**config.mk**
```make
export PLATFORM = sky130hd
export DESIGN_NAME = mem_seq_flat
export DESIGN_NICKNAME = d
export VERILOG_FILES = /design/src/rtl/mem_seq_if.sv /design/src/rtl/mem_seq.sv /design/src/flat_wrapper.sv
export SDC_FILE = /design/constraint.sdc
export NUM_CORES = 1
export LEC_CHECK = 0
export ABC_AREA = 1
export BUFFER_PORTS_ARGS = -buffer_cell sky130_fd_sc_hd__clkbuf_2
export CELL_PAD_IN_SITES_DETAIL_PLACEMENT = 1
export CELL_PAD_IN_SITES_GLOBAL_PLACEMENT = 2
export CORE_ASPECT_RATIO = 0.7
export CORE_MARGIN = 2
export CORE_UTILIZATION = 31
export DETAILED_ROUTE_END_ITERATION = 7
export HOLD_SLACK_MARGIN = 0.02
export PLACE_DENSITY = 0.95
export SLEW_MARGIN = 5
export SYNTH_ARGS = -nofsm -noshare
export SYNTH_HDL_FRONTEND = slang
export SYNTH_SLANG_ARGS = --single-unit
export TNS_END_PERCENT = 50
```
**constraint.sdc**
```tcl
create_clock -name CLK -period 3.4 [get_ports CLK]
set_clock_uncertainty 0.1 [all_clocks]
set_input_delay 0.68 -clock CLK [delete_from_list [all_inputs] [get_ports CLK]]
set_output_delay 0.68 -clock CLK [all_outputs]
set_load 0.01 [all_outputs]
```
**src/rtl/mem_seq_if.sv**
```systemverilog
// Core/memory-facing signal bundle of the memory access sequencer.
// The slave side is the sequencer; the master side is its environment (core plus memory).
interface mem_seq_if #(
    parameter int AW    = 9,
    parameter int DW    = 32,
    parameter int CNT_W = 16
);
    logic             FREQ;
    logic             FACK;
    logic             DREQ;
    logic             DWR;
    logic [AW-1:0]    DADDR;
    logic [DW-1:0]    DWDATA;
    logic             DACK;
    logic [DW-1:0]    DRDATA;
    logic             PC_LD;
    logic [AW-1:0]    PC_IN;
    logic [AW-1:0]    PC;
    logic [AW-1:0]    MRA;
    logic [1:0]       MWE;
    logic [DW-1:0]    MWD;
    logic [DW-1:0]    MRD;
    logic [1:0]       IRWE;
    logic [CNT_W-1:0] FCNT;

    modport slave (
        input  FREQ, DREQ, DWR, DADDR, DWDATA, PC_LD, PC_IN, MRD,
        output FACK, DACK, DRDATA, PC, MRA, MWE, MWD, IRWE, FCNT
    );

    modport master (
        output FREQ, DREQ, DWR, DADDR, DWDATA, PC_LD, PC_IN, MRD,
        input  FACK, DACK, DRDATA, PC, MRA, MWE, MWD, IRWE, FCNT
    );
endinterface

```
**src/rtl/mem_seq.sv**
```systemverilog
// Memory access sequencer: owns the PC, arbitrates fetch vs load/store onto the
// unified memory and hides its one-cycle registered read latency.
module mem_seq #(
    parameter int AW       = 9,
    parameter int DW       = 32,
    parameter int RESET_PC = 0,
    parameter int CNT_W    = 16
) (
    input  logic      CLK,
    input  logic      RSTN,
    mem_seq_if.slave  bus
);
    typedef enum logic [2:0] {IDLE, F_RD, F_CAP, D_RD, D_CAP, D_WR} state_t;

    state_t           state, nxt;
    logic [AW-1:0]    pc, la;
    logic [DW-1:0]    ld, drdata;
    logic [CNT_W-1:0] fcnt;

    always_ff @(posedge CLK or negedge RSTN) begin
        if (!RSTN) begin
            state  <= IDLE;
            pc     <= AW'(RESET_PC);
            la     <= '0;
            ld     <= '0;
            drdata <= '0;
            fcnt   <= '0;
        end else begin
            state <= nxt;
            // Address/data are frozen at acceptance; later bus changes are ignored.
            if (state == IDLE && bus.DREQ) begin
                la <= bus.DADDR;
                ld <= bus.DWDATA;
            end
            if (bus.PC_LD)
                pc <= bus.PC_IN;
            else if (state == F_CAP)
                pc <= pc + 1'b1;
            if (state == F_CAP && fcnt != '1)
                fcnt <= fcnt + 1'b1;
            if (state == D_CAP)
                drdata <= bus.MRD;
        end
    end

    // Strobes decode from state only, so an async reset drops MWE at once.
    always_comb begin
        nxt      = state;
        bus.FACK = 1'b0;
        bus.DACK = 1'b0;
        bus.MWE  = 2'b00;
        bus.IRWE = 2'b00;
        bus.MRA  = pc;
        case (state)
            IDLE: begin
                if (bus.DREQ)
                    nxt = bus.DWR ? D_WR : D_RD;
                else if (bus.FREQ)
                    nxt = F_RD;
            end
            F_RD:  nxt = F_CAP;
            F_CAP: begin
                bus.IRWE = 2'b01;
                bus.FACK = 1'b1;
                nxt      = IDLE;
            end
            D_RD: begin
                bus.MRA = la;
                nxt     = D_CAP;
            end
            D_CAP: begin
                bus.MRA  = la;
                bus.DACK = 1'b1;
                nxt      = IDLE;
            end
            D_WR: begin
                bus.MRA  = la;
                bus.MWE  = 2'b01;
                bus.DACK = 1'b1;
                nxt      = IDLE;
            end
            default: nxt = IDLE;
        endcase
    end

    assign bus.MWD    = ld;
    assign bus.PC     = pc;
    assign bus.FCNT   = fcnt;
    assign bus.DRDATA = drdata;
endmodule
```
**src/flat_wrapper.sv**
```systemverilog
// flat-port wrapper written by rule: the top's interface ports become plain ports
module mem_seq_flat 
#(
    parameter int AW       = 9,
    parameter int DW       = 32,
    parameter int RESET_PC = 0,
    parameter int CNT_W    = 16
)
  (CLK, RSTN, bus_FREQ, bus_DREQ, bus_DWR, bus_DADDR, bus_DWDATA, bus_PC_LD, bus_PC_IN, bus_MRD, bus_FACK, bus_DACK, bus_DRDATA, bus_PC, bus_MRA, bus_MWE, bus_MWD, bus_IRWE, bus_FCNT);
  mem_seq_if #(.AW(AW), .DW(DW), .CNT_W(CNT_W)) bus_i ();
  input  logic CLK;
  input  logic RSTN;
  input wire logic [$bits(bus_i.FREQ)-1:0] bus_FREQ;
  input wire logic [$bits(bus_i.DREQ)-1:0] bus_DREQ;
  input wire logic [$bits(bus_i.DWR)-1:0] bus_DWR;
  input wire logic [$bits(bus_i.DADDR)-1:0] bus_DADDR;
  input wire logic [$bits(bus_i.DWDATA)-1:0] bus_DWDATA;
  input wire logic [$bits(bus_i.PC_LD)-1:0] bus_PC_LD;
  input wire logic [$bits(bus_i.PC_IN)-1:0] bus_PC_IN;
  input wire logic [$bits(bus_i.MRD)-1:0] bus_MRD;
  output wire logic [$bits(bus_i.FACK)-1:0] bus_FACK;
  output wire logic [$bits(bus_i.DACK)-1:0] bus_DACK;
  output wire logic [$bits(bus_i.DRDATA)-1:0] bus_DRDATA;
  output wire logic [$bits(bus_i.PC)-1:0] bus_PC;
  output wire logic [$bits(bus_i.MRA)-1:0] bus_MRA;
  output wire logic [$bits(bus_i.MWE)-1:0] bus_MWE;
  output wire logic [$bits(bus_i.MWD)-1:0] bus_MWD;
  output wire logic [$bits(bus_i.IRWE)-1:0] bus_IRWE;
  output wire logic [$bits(bus_i.FCNT)-1:0] bus_FCNT;
  assign bus_i.FREQ = bus_FREQ;
  assign bus_i.DREQ = bus_DREQ;
  assign bus_i.DWR = bus_DWR;
  assign bus_i.DADDR = bus_DADDR;
  assign bus_i.DWDATA = bus_DWDATA;
  assign bus_i.PC_LD = bus_PC_LD;
  assign bus_i.PC_IN = bus_PC_IN;
  assign bus_i.MRD = bus_MRD;
  assign bus_FACK = bus_i.FACK;
  assign bus_DACK = bus_i.DACK;
  assign bus_DRDATA = bus_i.DRDATA;
  assign bus_PC = bus_i.PC;
  assign bus_MRA = bus_i.MRA;
  assign bus_MWE = bus_i.MWE;
  assign bus_MWD = bus_i.MWD;
  assign bus_IRWE = bus_i.IRWE;
  assign bus_FCNT = bus_i.FCNT;
  mem_seq #(.AW(AW), .DW(DW), .RESET_PC(RESET_PC), .CNT_W(CNT_W)) u_core (.CLK(CLK), .RSTN(RSTN), .bus(bus_i));
endmodule
```
-- Yosys cells after proc, flatten, opt, wreduce, memory -nomap -nowiden
Index checks and enable logic that the tools add are counted.
W data, S select, Z words.
- flip-flop bits (word level): 101
- word-level logic and storage cells: 32
- add/subtract/negate cells: 2
- equal/unequal tests: 7
- muxes and demuxes: 11
- reduce and logical (&&, ||, !) cells: 6
- operators with widths (kind ; number):
    $mux W9 ; 3
    $add A16 B1 Y16 const B ; 1
    $ne A16 B16 Y1 const B ; 1
    $add A9 B1 Y9 const B ; 1
    $mux W3 ; 3
    $pmux W3 S3 ; 1
    $eq A3 B2 Y1 const B ; 2
    $eq A3 B3 Y1 const B ; 2
    $mux W1 ; 4
    $eq A3 B1 Y1 const B ; 1
    $logic_not A3 Y1 ; 1
    $ne A3 B3 Y1 const B ; 1
    $reduce_or A3 Y1 ; 1
    $logic_and A1 B1 Y1 ; 2
    $reduce_bool A2 Y1 ; 1
    $reduce_or A2 Y1 ; 1

-- Longest topological paths before layout
- depth in word-level cells: 3
- depth in mapped cells: 9

-- Worst setup path after synthesis
Ideal clock, no wire load.
- path kind: register to output
- start: register u_core.state[2]
- end: output port bus_MRA[0]
- arrival time: 1.177 ns
- data required time: 2.620 ns
- path slack: 1.443 ns
- cell stages (with the launch flop): 6
- buffers on the path: 1
- cell sequence: dfrtp_1 -> inv_2 -> nand3_1 -> nand2_2 -> buf_2 -> o21ai_0
- cells in the longest elaborated chain, start to end: 3
- elaborated cells on any way between the ends: 5
- RTL lines (item ; RTL line ; source):
    start: declaration ; mem_seq.sv:15 ; state_t state, nxt;
    start signal: assignment ; mem_seq.sv:29 ; state <= nxt;
    $eq A3 B3 Y1 / $eq A3 B2 Y1 (equally long branches) ; mem_seq.sv:54 ; case (state)
    $reduce_or A3 Y1 (no line) (*) ; -- ;
    $mux W9 (*) ; mem_seq.sv:54 ;
    end: declaration ; flat_wrapper.sv:25 ; output wire logic [$bits(bus_i.MRA)-1:0] bus_MRA;
Every way passes the cells marked *; elsewhere a longest branch is shown, timed or not.

-- Final worst setup path
- start: register u_core.state[2]
- end: output port bus_MRA[1]
Same word-level chain as after synthesis.

==> out/results.ini <==
[sta]
fin_crit_sh=0.781
setup_violations=0
worst_pin_slew_ns=0.747
holdWs_ns=0.248
finalHoldViolCount=0
grt_setup_unrepaired=no
slew_viol_final=0
period_needed_ns=2.66
fmax_ghz=0.377
final.setup.tns_ns=0
slew_headroom=0.500

[drt]
dr_wl_met2_um=6490
ant_nets=0
drt_iter0_drc=92
top_layer=met4
wl_per_cell_um=16.0
met3_length_um=793
totalWireLength_um=13000
drt-met1-wl_um=5530
viasPerCell=4.59
drc=0
drtPass1Iterations=4
via_count=3714

[cells_and_area]
nets=699
antenna_cells=0
final_cell_mix=188 x clkbuf_2, 101 x dfrtp_1, 91 x nand2_1
fillers=1734
final_layout_size_suffix_gt1_frac=0.458
final_common_cell=clkbuf_2
area_growth_pct=30.1

[floorplan]
initial_core_util=0.314
dieArea_sq_mm=0.0157
die_w_um=149
fp.dieH_um=106
io_pins=192
num_rows=37
coreArea_sq_mm=0.0145

[logic_synthesis]
synth_cell_types=30
syn_area_sq_mm=0.00457
syn_inst=423
ys_seq_area_frac=0.553
avgSynthCellArea_sq_um=10.8
ys_warn_count=0
ys_seq_elements=101

[placed_design]
gp_congestion=0.780
dp_hpwl_um=9950
portBuffers=189

[setup_path]
path_max_fanout=17
cp.arrival_ns=1.88
rr_worst_depth=8
cp_data_required_time_ns=2.62
rr_startpoint=u_core.bus.FCNT[1]
worstSetupStartpoint=u_core.state[2]
end_kind=primary output
crit_end=bus_MRA[1]
r2r_slack_ns=1.20
critPathKind=flip-flop to primary output
startpoint_type=flip-flop
r2r-end=u_core.bus.FCNT[8]

[clock_network]
worstSkewPairLatency_ns=0.34
root_buffer=clkbuf_16
max-clock-path-buffers=2
cts_resized=0
cts_tree=done
cts_hold_buf=0
htree_levels=3
post_cts_buffers=0
cts.sinks=101
cts_buffers=9
clk_pin_slew_worst_paths_ns=0.07

[global_route]
grt_pass1_wl_um=20600
grt_overflow=0
grt_max_degree=53
track_usage=0.167
grt_pass1_vias=4019
antenna_found_initial=0

[power_and_ir_drop]
total_power_mw=5.21
p_per_area_mw_per_mm2=877
ir_drop_mv=0.440
static-leakage-power_nw=3.00

[worst_hold_path]
hp-class=primary input to asynchronous set/reset pin

[run]
cap_violations=0

[status]
status=finished, final reports clean

-- flip-flops by register name (all words and copies together) (netlist names) --
name               cells
u_core.bus.FCNT       16
u_core.bus.MWD        32
u_core.la              9
u_core.bus.DRDATA     32
u_core.state           3
u_core.bus.PC          9
-- synth_stat cells, drive strengths merged --
master / n / area [sq um]
a31oi: 1 / 6.26
o22ai: 1 / 6.26
xnor2: 1 / 8.76
xor2: 8 / 70.1
buf: 15 / 124
nand2: 95 / 367
o211ai: 4 / 30.0
nand3: 25 / 138
mux2: 74 / 833
nand4: 3 / 18.8
nor2: 31 / 124
nand3b: 1 / 7.51
conb: 1 / 3.75
o211a: 1 / 10.0
inv: 31 / 116
dfrtp: 101 / 2530
a21oi: 2 / 10.0
nor3: 1 / 16.3
ha: 2 / 25.0
o21ai: 24 / 124
clkbuf: 1 / 3.75
-- cell type report --
class                   count  area, sq um  share of cell area
inverters                  31          116              0.0196
clock inverters             5         42.5             0.00716
repair buffers            190          968               0.163
flip-flops and latches    101         2530               0.425
multi-input cells         276         1800               0.303
well taps                 195          244              0.0411
clock buffers              11          243              0.0408
-- how the worst min path moves through the flow --
stage               depth (start not counted)                   end  slack [ns]
floorplan                                   0  u_core.bus.DRDATA[0]        0.28
global placement                            1    u_core.bus.MWD[29]        0.37
detailed placement                          1    u_core.bus.MWD[25]        0.38
CTS                                         1    u_core.bus.FCNT[2]        0.27
global route                                1    u_core.bus.FCNT[2]        0.30
finish                                      1    u_core.bus.FCNT[2]        0.25
-- cells by family (layout without fill, tap and decap cells) --
family	Yosys count	after routing	synth area share
mux	74	74	0.182
compound gates	33	33	0.0408
other cells	1	2	0.000821
flops	101	101	0.553
fa+ha+maj	2	2	0.00548
xor+xnor	9	9	0.0173
buf+inv	47	237	0.0534
simple gates	156	156	0.147
-- where the power goes --
part / switching (mW) / total, mW / internal [mW]
clock network: 0.475 / 1.00 / 0.526
registers: 0.352 / 2.08 / 1.73
logic: 1.15 / 2.13 / 0.986
total: 1.97 / 5.21 / 3.24
-- metal layers --
metal	track usage	up-vias
li1	-	1759
met4	0.0401	0
met3	0.0455	10
met1	0.209	1835
met2	0.287	110
met5	0	-
-- worst max-delay path, cell delays in order, from the launching register on --
cell      delay, ns
dfrtp_1        0.46
inv_2          0.15
nand3_1        0.13
nand2_2        0.27
mux2_2         0.38
clkbuf_2       0.13
-- through the flow --
step	setup slack (ns)	utilization	area, sq um	std cells
2_1_floorplan	1.44	-	4570	424
3_3_place_gp	1.17	0.389	5660	793
3_5_place_dp	1.09	0.389	5660	793
4_1_cts	0.699	0.409	5940	809
5_1_grt	0.650	0.409	5940	809
6_report	0.745	0.409	5940	809
Note: power is estimated with default switching activity, not from simulation.
